File: src/rtl/change_dispenser.sv
// Coin change dispenser: pays a half-unit balance as ten-coin / one-coin eject
// pulses, ten-coins first, falling back to one-coins when a hopper runs dry.
module change_dispenser #(
  parameter int PULSE_CYC = 4,
  parameter int GAP_CYC   = 4
) (
  input  logic       clk,
  input  logic       rst,
  input  logic       start_i,
  input  logic [7:0] amount_i,
  input  logic       ten_empty_i,
  input  logic       one_empty_i,
  output logic       tenout_o,
  output logic       oneout_o,
  output logic       busy_o,
  output logic       done_o,
  output logic [7:0] balance_o,
  output logic       short_o
);

  typedef enum logic [2:0] {IDLE, DECIDE, PULSE, GAP, DONE} state_t;

  localparam logic [7:0] TEN_VAL    = 8'd20;
  localparam logic [7:0] ONE_VAL    = 8'd2;
  localparam logic [7:0] PULSE_LAST = 8'(PULSE_CYC - 1);
  localparam logic [7:0] GAP_LAST   = 8'(GAP_CYC - 1);

  state_t     state_q;
  logic [7:0] bal_q;
  logic [7:0] cnt_q;
  logic       ten_q;
  logic       one_q;
  logic       busy_q;
  logic       done_q;
  logic       short_q;

  logic       take_ten_d;
  logic       take_one_d;

  // A coin is only chosen when the balance covers it, so subtraction never wraps.
  assign take_ten_d = (bal_q >= TEN_VAL) && !ten_empty_i;
  assign take_one_d = !take_ten_d && (bal_q >= ONE_VAL) && !one_empty_i;

  always_ff @(posedge clk) begin
    if (rst) begin
      state_q <= IDLE;
      bal_q   <= 8'd0;
      cnt_q   <= 8'd0;
      ten_q   <= 1'b0;
      one_q   <= 1'b0;
      busy_q  <= 1'b0;
      done_q  <= 1'b0;
      short_q <= 1'b0;
    end else begin
      case (state_q)
        IDLE: begin
          if (start_i) begin
            bal_q   <= amount_i;
            busy_q  <= 1'b1;
            state_q <= DECIDE;
          end
        end
        DECIDE: begin
          if (take_ten_d) begin
            ten_q   <= 1'b1;
            bal_q   <= bal_q - TEN_VAL;
            cnt_q   <= PULSE_LAST;
            state_q <= PULSE;
          end else if (take_one_d) begin
            one_q   <= 1'b1;
            bal_q   <= bal_q - ONE_VAL;
            cnt_q   <= PULSE_LAST;
            state_q <= PULSE;
          end else begin
            done_q  <= 1'b1;
            short_q <= (bal_q >= ONE_VAL);
            state_q <= DONE;
          end
        end
        PULSE: begin
          if (cnt_q == 8'd0) begin
            ten_q   <= 1'b0;
            one_q   <= 1'b0;
            cnt_q   <= GAP_LAST;
            state_q <= GAP;
          end else begin
            cnt_q <= cnt_q - 8'd1;
          end
        end
        GAP: begin
          if (cnt_q == 8'd0) begin
            state_q <= DECIDE;
          end else begin
            cnt_q <= cnt_q - 8'd1;
          end
        end
        DONE: begin
          done_q  <= 1'b0;
          short_q <= 1'b0;
          busy_q  <= 1'b0;
          state_q <= IDLE;
        end
        default: state_q <= IDLE;
      endcase
    end
  end

  assign tenout_o  = ten_q;
  assign oneout_o  = one_q;
  assign busy_o    = busy_q;
  assign done_o    = done_q;
  assign balance_o = bal_q;
  assign short_o   = short_q;

endmodule

File: config.mk
export PLATFORM = sky130hd
export DESIGN_NAME = change_dispenser
export DESIGN_NICKNAME = d
export VERILOG_FILES = /design/src/rtl/change_dispenser.sv
export SDC_FILE = /design/constraint.sdc
export NUM_CORES = 1
export LEC_CHECK = 0
export ABC_AREA = 0
export CAP_MARGIN = 10
export CORE_ASPECT_RATIO = 2
export CORE_MARGIN = 3
export CORE_UTILIZATION = 50
export CTS_BUF_LIST = sky130_fd_sc_hd__clkbuf_4 sky130_fd_sc_hd__clkbuf_8
export DETAILED_ROUTE_END_ITERATION = 6
export PLACE_DENSITY = 0.79
export SYNTH_ARGS = -nofsm -noshare
export SYNTH_HDL_FRONTEND = slang
export SYNTH_SLANG_ARGS = --single-unit
File: constraint.sdc
create_clock -name clk -period 4.5 [get_ports clk]
set_input_delay 0.45 -clock clk [delete_from_list [all_inputs] [get_ports clk]]
set_output_delay 0.45 -clock clk [all_outputs]
set_load 0.05 [all_outputs]
* Word level (Yosys, flattened, before mapping) *
Index checks and enable logic that the tools add are counted.

operators by class
  reductions and logical operators = 20
  eq/ne operators = 13
  multiplexer cells = 29
  $lt $le $gt $ge = 2
  add/sub/neg operators = 3

operator list
  kind                 number
  $mux 8               7
  $pmux 8 s3           1
  $ne 2x2->1 const B   8
  $pmux 8 s2           1
  $mux 3               5
  $reduce_and 3->1     5
  $pmux 3 s4           1
  $pmux 1 s2           5
  $mux 1               9
  $ge 8x2->1 const B   1
  $ge 8x5->1 const B   1
  $logic_not 8->1      1
  $reduce_bool 2->1    4
  $sub 8x1->8 const B  1
  $sub 8x2->8 const B  1
  $sub 8x5->8 const B  1
  $eq 3x2->1 const B   2
  $reduce_and 4->1     1
  $eq 3x1->1 const B   1
  $eq 3x3->1 const B   1
  $logic_and 1x1->1    3
  $logic_not 1->1      3
  $logic_not 3->1      1
  $ne 3x3->1 const B   1
  2 further kinds      2

storage, ports and cells
  output and inout bits = 13
  logic and storage cells = 75
  bits in registers = 24
  input bits = 13

* Depth between registers and ports, before layout *
Gate-level depths: netlist (run 1).

  word-level depth = 8
  gate-level depth with buffers = 8
  depth with buffers taken out = 7

* Least setup slack after synthesis (run 1) *
Ideal clock, no wire load.

  kind = register -> register
  start point = register bal_q[3] (netlist: balance_o[3])
  end point = register bal_q[1] (netlist: balance_o[1])
  data arrival time = 2.322 ns
  period minus slack after synthesis = 2.397 ns
  path slack = 2.103 ns
  cell stages (with the launch flop) = 8
  path through = dfxtp_1 inv_1 ha_1 nand2b_1 nor3_1 or4_4 or3_1 a31oi_1

between the ends
  word-level cells in the longest chain between the ends = 7
  elaborated cells between the ends (all ways) = 10
  those cells by class = order compare (2); eq/ne (1); mux (2); reduce/logical (5)

ends and longest elaborated chain
  what                             line  text
  start, declared                  29    logic [7:0] bal_q;
  start signal, assigned           58    bal_q <= amount_i;
  start signal, assigned           66    bal_q <= bal_q - TEN_VAL;
  start signal, assigned           71    bal_q <= bal_q - ONE_VAL;
  $ge 8x5->1                       41    assign take_ten_d = (bal_q >= TEN_VAL) && !ten_empty_i;
  $logic_and 1x1->1                41
  $logic_not 1->1                  42    assign take_one_d = !take_ten_d && (bal_q >= ONE_VAL) && !one_empty_i;
  $logic_and 1x1->1 (2 in series)  42
  $ne 3x3->1 (no line)             -
  $reduce_and 3->1 (no line)       -

Several ways; a longest one is shown, not always the timed one.
A chain may end at the register's enable or synchronous reset.

* Final worst setup path (run 1) *
  start point = input port ten_empty_i
  end point = register cnt_q[4]

between the ends
  word-level cells in the longest chain between the ends = 7
  elaborated cells between the ends (all ways) = 9
  those cells by class = eq/ne (1); mux (2); reduce/logical (6)

ends and longest elaborated chain
  what                             line  text
  start, declared                  11    input logic ten_empty_i,
  $logic_not 1->1 (*)              41
  $logic_and 1x1->1 (*)            41
  $logic_not 1->1                  42
  $logic_and 1x1->1 (2 in series)  42
  $ne 3x3->1 (no line)             -
  $reduce_and 3->1 (no line)       -
  end signal, assigned             87    cnt_q <= cnt_q - 8'd1;
  end signal, assigned             94    cnt_q <= cnt_q - 8'd1;
  end, declared                    30    logic [7:0] cnt_q;

Every way passes the cells marked *; elsewhere a longest branch is shown, timed or not.

==> results of run 1 <==
[state kept, by name, summed over array words and instances (netlist names)]
name / count
cnt_q: 8
oneout_o: 1
short_o: 1
busy_o: 1
tenout_o: 1
state_q: 3
done_o: 1
balance_o: 8
[where the power goes]
part	total (mW)	switching (mW)	internal [mW]	leakage [nW]
clock	0.149	0.0710	0.0782	0.0288
combinational	0.695	0.428	0.267	0.449
sequential	0.344	0.0839	0.260	0.196
total	1.19	0.583	0.605	0.674
[metal layers]
layer / routed length [um] / GRT usage [%]
met5: 0 / 0
met4: 152 / 11.8
met3: 153 / 3.91
met2: 2520 / 43.5
met1: 1750 / 28.0
[path summary, 6_finish.rpt]
kind	from	to	slack [ns]	cells after the start
worst max-delay path	ten_empty_i	cnt_q[4]$_SDFFE_PP0P_	2.13	6
worst min-delay path	oneout_o$_SDFFE_PP0P_	oneout_o$_SDFFE_PP0P_	0.46	2
worst max register to register	balance_o[3]$_SDFFE_PP0P_	cnt_q[4]$_SDFFE_PP0P_	2.20	7
worst min register to register	oneout_o$_SDFFE_PP0P_	oneout_o$_SDFFE_PP0P_	0.46	2
[worst min-delay path, delay by kind of cell, from the launching register on]
family	cells	cell delay, ns
compound gates	1	0.06
simple gates	1	0.05
flops	1	0.32
[cell families (layout without fill, tap and decap cells)]
kind of cell             count (synthesis)  count (layout)  share of synthesized area [%]
multiplexers                             5               5                           2.99
adder cells (fa/ha/maj)                  6               6                           4.48
XOR/XNOR                                 1               1                          0.522
AND/OR/NAND/NOR                         73              73                           25.1
buffers and inverters                   19              39                           6.19
AO/OA/AOI/OAI                           73              73                           32.1
flip-flops                              24              24                           28.7
[cell type report]
| class | count | area, um^2 |
|---|---|---|
| Fill cell | 298 | 1230 |
| Sequential cell | 24 | 480 |
| Multi-Input combinational cell | 158 | 1090 |
| Clock buffer | 4 | 55.1 |
| Inverter | 9 | 33.8 |
| Tap cell | 31 | 38.8 |
| Timing Repair Buffer | 26 | 258 |
[cells in the mapped netlist (2+ instances only)]
| library cell | number |
|---|---|
| a22oi_1 | 3 |
| buf_6 | 3 |
| a21oi_1 | 17 |
| nand3_1 | 3 |
| nor4_1 | 3 |
| nor3_1 | 8 |
| o31ai_1 | 2 |
| mux2i_1 | 5 |
| nor2_1 | 17 |
| a31oi_1 | 7 |
| dfxtp_1 | 24 |
| inv_1 | 9 |
| clkbuf_1 | 3 |
| ha_1 | 6 |
| or3_1 | 2 |
| a211oi_1 | 4 |
| o21a_1 | 2 |
| and3_1 | 3 |
| nor3b_1 | 2 |
| o311ai_0 | 4 |
| buf_2 | 3 |
| o21ai_0 | 9 |
| nand2b_1 | 8 |
| nor3_2 | 2 |
| nand2_1 | 12 |
| a311oi_1 | 6 |
==> results.tsv, run 1 <==
metric	value	unit
clkLatencyLatePin	0.27	ns
dp_hpwl	3.41	mm
antenna_found_initial	0	
syn-num-nets	220	
vdd_ir_drop_max	0.416	mV
rows	29	
syn_avg_cell_area	8.34	um^2
hp-class	flop to flop	
finalWeightedCongestion	0.845	
leakagePower	0.674	nW
drive_gt1_share	8.60	%
tns	0	ns
ios	26	
viasPerCell	6.78	
die_h	87.9	um
yosysTopAreaCellShare	28.7	%
layout_common_cells	clkdlybuf4s50_1 (25), dfxtp_1 (24), nor2_1 (17), a21oi_1 (17), nand2_1 (12)	
grt_usage	25.0	%
layout_commonest_cell	clkdlybuf4s50_1	
clock-sinks	24	
cpPeakStageDelay	0.62	ns
finalCoreUtilization	61.3	%
ctsRootBufferMaster	clkbuf_8	
synthTopCellsByArea	dfxtp_1 (29%), a21oi_1 (5.1%), ha_1 (4.5%), nor2_1 (3.8%), a311oi_1 (3.1%)	
vias	1708	
ys.warnings.count	0	
hold_ws	0.465	ns
crit_type	input pin to flop	
ant_nets	0	
seq_area_frac_synth	28.7	%
overflow	0	
die_area	4130	um^2
synth_edf_count	0	
crit_fanout	11	
syn_inst	201	
cts_tree	done	
run_status	finished, final reports clean	
postCtsHoldBufs	0	
coreArea	3190	um^2
initial_core_util	52.5	%
yosysUniqueCellTypes	60	
startpoint_type	input pin	
async_reset_ff_share	0	%
post_cts_resized	0	
end_kind	flop	
layout_setup_ws	2.13	ns
fin_area	1960	um^2
htreeDepth	1	
post-cts-setup-buffers	0	
place_area	1900	um^2
power_density	607	nW/um^2
worstPathCellList	clkdlybuf4s50_1 > nor4b_1 > nand3_1 > a31o_2 > a21oi_2 > a311oi_1	
fp.dieW	46.9	um
yosysTopAreaCell	dfxtp_1	
post-route-period-util	52.6	%
finalSetupViolations	0	
syn_to_final_growth	16.8	%
grt_setup_unrepaired	false	
wl_per_cell	18.2	um
cts_made_buffers	3	
grt_pass1_vias	1614	
drcViolationCount	0	
drtIter0Drc	59	
worstPathRequired	4.62	ns
fmax	423	MHz
worst_pin_slew	0.920	ns
fin_crit	2.37	ns
firstDrtPassIters	4	
grt_max_degree	24	
drv_slew	0	
clk_path_buf_depth	2	
critPathTopFamily	compound AO/OA/AOI/OAI gates	
ys_seq_elements	24	
fin_skew	0.00212	ns
critical_path.slowest_cell	clkdlybuf4s50_1	
cap_violations	0	
relSlewSlack	38.5	%
grt_pass1_wl	7.71	mm
post-place-ws	1.92	ns
diodes	0	
totalWireLength	4.58	mm
portBuffers	25	
fin_nets	241	
synth_area	1680	um^2
clk_pin_slew_worst_paths	0.09	ns
fin_total_pwr	1.19	mW
crit_buf_inv	1	
crit_arrival	2.48	ns
synthFlopType	dfxtp_1	
dpl.cell_count	248	
hold_viol	0	
final_cells	252	
Note: power is estimated with default switching activity, not from simulation.
==> inputs of run 2 (changes only) <==
Clock period 4.5 ns to 2.4 ns, I/O delays scaled along.
==> run 2 against run 1 <==
Global-route usage rose by 1.5 points. Critical path type is now flop to flop. Via count is 0.18% higher. Non-clock buffer count is 7 higher. Highest routed layer unchanged. Design area up 3.7%.
==> results.tsv, run 2 (synthesis results as in run 1) <==
metric	value	unit
fin_total_pwr	2.30	mW
crit_type	flop to flop	
antenna_found_initial	0	
run_status	finished, final reports clean	
nFillCells	281	
firstDrtPassIters	4	
crit_start	balance_o[3]$_SDFFE_PP0P_	
dp_hpwl	3.65	mm
hp-class	flop to flop	
portBuffers	25	
cts_tree	done	
layout_setup_ws	0.124	ns
tns	0	ns
initial_core_util	52.5	%
cts_made_buffers	3	
clock-sinks	24	
finalSetupViolations	0	
htreeDepth	1	
drive_gt1_share	12.3	%
ant_nets	0	
fp.dieW	46.9	um
r2r-start	balance_o[3]$_SDFFE_PP0P_	
startpoint_type	flop	
fmax	439	MHz
fin_nets	248	
layout_commonest_cell	clkdlybuf4s50_1	
cap_violations	0	
ctsRootBufferMaster	clkbuf_8	
hp-start	done_o$_SDFFE_PP0P_	
totalWireLength	4.80	mm
viasPerCell	6.61	
die_area	4130	um^2
diodes	0	
end_kind	flop	
grt_max_degree	15	
hold_viol	0	
drv_slew	0	
worst_pin_slew	0.647	ns
grt_pass1_wl	8.10	mm
post-place-ws	0.153	ns
postCtsHoldBufs	0	
overflow	0	
vdd_ir_drop_max	0.611	mV
clk_path_buf_depth	2	
grt_pass1_vias	1717	
rows	29	
clk_pin_slew_worst_paths	0.09	ns
leakagePower	0.711	nW
grt_setup_unrepaired	false	
die_h	87.9	um
coreArea	3190	um^2
worstPathRequired	2.55	ns
fin_skew	0.00172	ns
ios	26	
power_density	1130	nW/um^2
wl_per_cell	18.5	um
syn_to_final_growth	21.1	%
grt_usage	26.5	%
drcViolationCount	0	
finalWeightedCongestion	0.917	
post-route-period-util	94.8	%
crit_arrival	2.42	ns
relSlewSlack	56.4	%
clkLatencyLatePin	0.27	ns
vias	1711	
drtIter0Drc	109	
layout_common_cells	clkdlybuf4s50_1 (25), dfxtp_1 (24), nor2_1 (17), a21oi_1 (17), nand2_1 (12)	
fin_crit	2.28	ns
crit_fanout	7	
-- run 2: where the power goes --
| group | switching [mW] | internal [mW] | leakage (nW) | total, mW |
|---|---|---|---|---|
| Sequential | 0.143 | 0.487 | 0.196 | 0.630 |
| Clock | 0.135 | 0.147 | 0.0288 | 0.282 |
| Combinational | 0.850 | 0.539 | 0.486 | 1.39 |
| Total | 1.13 | 1.17 | 0.711 | 2.30 |
-- run 2: path summary, 6_finish.rpt --
kind / end / slack [ns] / cells past startpoint
max reg2reg: balance_o[7]$_SDFFE_PP0P_ / 0.12 / 7
max: balance_o[7]$_SDFFE_PP0P_ / 0.12 / 7
min: done_o$_SDFFE_PP0P_ / 0.49 / 2
min reg2reg: done_o$_SDFFE_PP0P_ / 0.49 / 2
-- run 2: final cells by class --
type                            count  area, um^2  share of cell area (%)
Sequential cell                    24         480                    23.7
Inverter                            9        33.8                    1.66
Clock buffer                        4        55.1                    2.71
Tap cell                           31        38.8                    1.91
Multi-Input combinational cell    158        1110                    54.8
Timing Repair Buffer               33         310                    15.3
-- run 2: critical path: stages, from the launching register on --
cell	delay, ns
dfxtp_1	0.48
inv_1	0.15
ha_1	0.22
and2_1	0.26
o32ai_2	0.39
nand3_1	0.27
a41oi_1	0.28
a31oi_1	0.11
-- run 2: metrics by stage --
stage                     hold slack (ns)  util, %  area, um^2  std cells
after floorplan                     0.384        -        1680        201
after global routing                0.520     63.6        2030        259
final                               0.491     63.6        2030        259
after detailed placement            0.481     61.0        1950        254
after CTS                           0.494     62.7        2000        258
after global placement              0.446     61.0        1950        254
-- run 2: metal layers --
layer	up-vias	share of wire [%]	GRT usage [%]
met5	-	0	0
met4	0	3.5	13.6
met3	13	3.0	3.29
met2	49	57	47.6
met1	817	37	28.2
li1	832	-	-
-- run 2: timing repair --
action	in CTS	in global routing
setup buffers	0	1
gates resized for setup	0	3
setup endpoints to repair	0	7
